==> config.mk <==
export PLATFORM = sky130hd
export DESIGN_NAME = contador_display_7seg
export DESIGN_NICKNAME = d
export VERILOG_FILES = /design/src/rtl/display_pkg.sv /design/src/rtl/hex_a_7seg.sv /design/src/rtl/contador_display_7seg.sv
export SDC_FILE = /design/constraint.sdc
export NUM_CORES = 1
export LEC_CHECK = 0
export BUFFER_PORTS_ARGS = -buffer_cell sky130_fd_sc_hd__clkbuf_2
export CAP_MARGIN = 25
export CORE_ASPECT_RATIO = 0.6
export CORE_MARGIN = 2
export CORE_UTILIZATION = 60
export CTS_BUF_LIST = sky130_fd_sc_hd__clkbuf_8
export DETAILED_ROUTE_END_ITERATION = 16
export PLACE_DENSITY = 0.91
export SYNTH_ARGS = -nofsm -noshare
export SYNTH_HDL_FRONTEND = slang
export SYNTH_SLANG_ARGS = --single-unit
==> constraint.sdc <==
create_clock -name clk -period 3.1 [get_ports clk]
set_input_delay 0.155 -clock clk [delete_from_list [all_inputs] [get_ports clk]]
set_output_delay 0.155 -clock clk [all_outputs]
set_load 0.01 [all_outputs]
==> src/rtl/display_pkg.sv <==
// Shared segment definitions for the multiplexed hex display.
// Segment vectors are {g,f,e,d,c,b,a}, active-low.
package display_pkg;

    typedef logic [6:0] seg_t;

    localparam seg_t SEG_BLANK = 7'b1111111;

    localparam seg_t SEG_TABLE [16] = '{
        7'b1000000,  // 0
        7'b1111001,  // 1
        7'b0100100,  // 2
        7'b0110000,  // 3
        7'b0011001,  // 4
        7'b0010010,  // 5
        7'b0000010,  // 6
        7'b1111000,  // 7
        7'b0000000,  // 8
        7'b0010000,  // 9
        7'b0001000,  // A
        7'b0000011,  // b
        7'b1000110,  // C
        7'b0100001,  // d
        7'b0000110,  // E
        7'b0001110   // F
    };

endpackage

==> src/rtl/hex_a_7seg.sv <==
// Combinational nibble-to-segment decoder (active-low segments).
module hex_a_7seg
    import display_pkg::*;
(
    input  logic [3:0] nibble,
    output seg_t       seg
);

    always_comb begin
        seg = SEG_TABLE[nibble];
    end

endmodule

==> src/rtl/contador_display_7seg.sv <==
// Multiplexed N-digit hex display driver with frame-synchronous double buffering.
// Define CONTADOR_DISPLAY_BLANK_ZEROS_EN to blank leading-zero digits (digit 0 always shown).
module contador_display_7seg
    import display_pkg::*;
#(
    parameter int unsigned N_DIGITS    = 8,
    parameter int unsigned REFRESH_DIV = 100000
) (
    input  logic                    clk,
    input  logic                    reset,
    input  logic [4*N_DIGITS-1:0]   value_in,
    input  logic                    load,
    output logic [N_DIGITS-1:0]     an,
    output seg_t                    seg,
    output logic                    frame_tick
);

    localparam int unsigned PW = $clog2(REFRESH_DIV);
    localparam int unsigned IW = $clog2(N_DIGITS);
    localparam logic [PW-1:0] PRESC_LAST = PW'(REFRESH_DIV - 1);
    localparam logic [IW-1:0] IDX_LAST   = IW'(N_DIGITS - 1);

    logic [PW-1:0]         presc_q, presc_d;
    logic [IW-1:0]         idx_q, idx_d;
    logic [4*N_DIGITS-1:0] staging_q, staging_d;
    logic [4*N_DIGITS-1:0] shadow_q, shadow_d;
    logic                  pending_q, pending_d;
    logic [N_DIGITS-1:0]   an_q, an_d;
    seg_t                  seg_q, seg_d;
    logic                  frame_tick_q;

    logic                  step;
    logic                  wrap;
    logic [3:0]            cur_nibble;
    seg_t                  dec_seg;
    logic                  blank_cur;

    assign step = (presc_q == PRESC_LAST);
    assign wrap = step && (idx_q == IDX_LAST);

    always_comb begin
        presc_d   = step ? '0 : presc_q + 1'b1;
        idx_d     = idx_q;
        if (step) begin
            idx_d = wrap ? '0 : idx_q + 1'b1;
        end
        staging_d = staging_q;
        shadow_d  = shadow_q;
        pending_d = pending_q;
        // Shadow only changes at the wrap so a frame never mixes old and new digits.
        if (wrap && pending_q) begin
            shadow_d  = staging_q;
            pending_d = 1'b0;
        end
        if (load) begin
            staging_d = value_in;
            pending_d = 1'b1;
        end
    end

    assign cur_nibble = shadow_q[4*idx_q +: 4];

    hex_a_7seg u_dec (
        .nibble (cur_nibble),
        .seg    (dec_seg)
    );

`ifdef CONTADOR_DISPLAY_BLANK_ZEROS_EN
    logic [N_DIGITS-1:0] blank_mask;
    logic                zero_above;

    // Walk from the top digit down; a digit is blank while every nibble at or above it is zero.
    always_comb begin
        blank_mask = '0;
        zero_above = 1'b1;
        for (int k = N_DIGITS - 1; k >= 0; k--) begin
            zero_above    = zero_above && (shadow_q[4*k +: 4] == 4'h0);
            blank_mask[k] = zero_above && (k != 0);
        end
    end

    assign blank_cur = blank_mask[idx_q];
`else
    assign blank_cur = 1'b0;
`endif

    always_comb begin
        an_d  = ~(N_DIGITS'(1) << idx_q);
        seg_d = blank_cur ? SEG_BLANK : dec_seg;
    end

    always_ff @(posedge clk or negedge reset) begin
        if (!reset) begin
            presc_q      <= '0;
            idx_q        <= '0;
            staging_q    <= '0;
            shadow_q     <= '0;
            pending_q    <= 1'b0;
            an_q         <= '1;
            seg_q        <= SEG_BLANK;
            frame_tick_q <= 1'b0;
        end else begin
            presc_q      <= presc_d;
            idx_q        <= idx_d;
            staging_q    <= staging_d;
            shadow_q     <= shadow_d;
            pending_q    <= pending_d;
            an_q         <= an_d;
            seg_q        <= seg_d;
            frame_tick_q <= wrap;
        end
    end

    assign an         = an_q;
    assign seg        = seg_q;
    assign frame_tick = frame_tick_q;

endmodule

==> reports/results.txt <==
Status - completed
Die area - 8045 um2
Port bufs - 50
Final setup fails - 0
Detail Route Antenna Nets - 0
Unique masters post-synth - 39
Post-DP HPWL - 5364 um
Worst path required time - 3410 ps
CTS root buf - clkbuf_8
#FFs+latches synth - 101
Maximum buffer depth of the clock tree - 2
DIE WIDTH - 114.5 um
Min Tclk post-route - 2606 ps
Worst-Skew Late Latency - 380 ps
Max Fanout on Critical Path - 10
Worst setup path class - flop to flop
Crit path depth - 6
CTS tree - done
Fin. Hold Viols - 0
Critical-path cell list - mux4_1 > mux2i_1 > inv_1 > ha_1 > mux2_2 > o21ai_0
First-pass GRT wire length - 13930 um
Post-Synthesis Cells - 300
Slew Limit Fails - 0
CTS clock-pin slew for the worst setup and hold paths - 100 ps
CP Launch Type - flop
Cell Area, Placed - 4732 um2
Final cell area excluding filler cells - 5207 um2
Area of the core - 7177 um2
Max Fclk - 383.8 MHz
Floorplan row count - 24
Final TNS setup - 0 ps
Worst setup EP type - flop
RSZ-0062 raised after global routing - no
Crit Reg-Reg Endpoint - seg[4]
Gpl congestion - 0.8345
Vias/cell - 5.601
CP arrival - 2910 ps
Max-slew headroom - 43.18%
Maxcap violations - 0
Warnings, synthesis - 0
Drt total wl - 8186 um
Post-Syn Area - 4393 um2
Drt wl/cell - 17.38 um
Largest net degree at the start of global routing - 79
CTS H-tree depth - 3
Nets - 422
Buf/Inv on CP - 1
Power Dens Cells - 486.9 nW/um2
VDD IR max - 0.3526 mV
Detailed Routing Iterations Pass 1 - 4
Hold Path Stages - 2
Clock sinks - 101
Register area share after synthesis - 57.96%
Initial antenna violation count - 0
Register-to-Register Setup Slack - 490 ps
Synth-to-Final Area Change - 18.54%
CTS Buf Count - 9
Initial Util - 61.21%
Ant. Diodes - 0
Pwr Total - 2.536 mW
R2R depth - 6
Mapped Avg Cell Area - 14.64 um2
Static Leakage - 2.495 nW
Max incr delay on CP - 660 ps
WHS - 16.56 ps
Clk_skew - 11.40 ps
CP endpoint - seg[4]
Slowest cell on the critical path - dfrtp_1
Final period util - 84.05%
Tot GR Track Use - 23.25%
CP top delay family - multiplexers
Global route overflow - 0
IO Pins - 51
Post-synth net total - 347
Setup crit start - idx_q[0]
DRC violations left - 0
Die Y-Extent - 70.28 um
Post-CTS resize count - 0
Worst-margin pin slew - 852.3 ps
Via Count - 2638
R2r startpoint - idx_q[0]
Hold Crit Class - primary input to flop
Number of global-route vias before repair - 2755
DRT iter0 DRCs - 184
Layout cells sized above 1 - 42.89%
-- worst register-to-register path: stages, from the launching register on --
cell and delay, ps:
dfrtp_1 660, mux4_1 630, mux2i_1 420, inv_1 140
ha_1 280, mux2_2 280, o21ai_0 150
-- per-layer routing --
| layer | up-vias | wire [um] | global-route usage, % |
|---|---|---|---|
| met5 | - | 0 | 0 |
| met4 | 0 | 108 | 7.182 |
| met3 | 12 | 334 | 6.771 |
| met2 | 61 | 3956 | 36.03 |
| met1 | 1342 | 3788 | 32.12 |
| li1 | 1223 | - | - |
-- worst min-delay path by stage --
| stage | startpoint | end | slack [ps] |
|---|---|---|---|
| after CTS | value_in[13] | staging_q[13] | 0.6 |
| final | value_in[18] | staging_q[18] | 20 |
| after global placement | reset | presc_q[11] | 360 |
| after floorplan | reset | frame_tick | -140 |
| after detailed placement | reset | presc_q[11] | 370 |
| after global routing | value_in[21] | staging_q[21] | 3 |
-- cell families after synthesis --
kind of cell | after synthesis | share of synthesized area (%)
simple gates | 55 | 6.779
mux | 87 | 25.06
xor+xnor | 15 | 2.991
compound gates | 9 | 1.453
fa+ha+maj | 12 | 3.418
flops | 101 | 57.96
buf+inv | 21 | 2.335
-- synthesized netlist by cell type, drive strengths merged --
cell	n	area (um2)
xnor2	6	52.55
ha	12	150.1
dfstp	15	394.1
o31ai	2	15.01
mux4	8	198.9
o2bb2ai	1	8.760
nand2	14	52.55
and4	3	26.28
nand3	8	40.04
o21bai	1	7.510
a22o	1	8.760
clkbuf	5	18.77
nand4b	1	8.760
a211o	1	8.760
a21oi	1	5.000
nand4	5	31.28
xor2	9	78.83
o21ai	2	10.01
dfrtp	86	2152
nor3	4	20.02
nor2	11	41.29
or4	1	7.510
buf	6	46.29
nor2b	1	6.260
inv	10	37.53
nor4	3	33.78
nor4b	1	8.760
mux2i	10	125.1
nor3b	1	7.510
and3	1	7.510
or3	1	6.260
mux2	69	777.0
-- per-stage QoR --
step,util (%),setup slack (ps),std cells
global placement,65.93,688.2,435
CTS,72.18,482.0,470
global route,72.56,310.5,471
floorplan,-,868.8,300
finish,72.56,494.5,471
detailed placement,65.93,493.2,435
-- what timing repair did --
action | CTS | global route
hold buffers | 19 | 0
buffers inserted | 0 | 0
endpoints found under the hold margin | 83 | 0
setup endpoints to repair | 0 | 0
-- flip-flops by register name, summed over array words and instances (netlist names) --
signal      cells
shadow_q       32
presc_q        17
pending_q       1
idx_q           3
staging_q      32
frame_tick      1
an              8
seg             7
-- placed cells by master, fill, tap and decap left out, types with 2 or more instances in the layout --
cell and instances:
dfrtp_1 86, mux2_2 68, clkbuf_2 49, dlygate4sd3_1 19, dfstp_2 15, nand2_1 14
ha_1 12, nor2_1 11, clkbuf_8 11, inv_1 9, xor2_1 9, mux2i_1 8
nand3_1 8, xnor2_1 6, buf_4 6, mux4_1 5, nand4_1 5, nor3_1 4
mux4_2 3, and4_1 3, bufinv_16 3, mux2i_4 2, o21ai_0 2, o31ai_1 2
nor4_1 2
-- report_power, final --
part	internal [mW]	total (mW)	switching [mW]
clock network	0.581	1.03	0.445
registers	1.36	1.38	0.0239
logic	0.0737	0.127	0.0528
-- layout make-up --
class,count,area [um2]
flip-flops and latches,101,2546
fillers,444,1969
multi-input cells,178,1744
repair buffers,75,508.0
clock buffers,11,151.4
well taps,91,113.9
clock inverters,5,106.4
inverters,10,37.54
No activity file was read; power rests on OpenSTA's default activity.
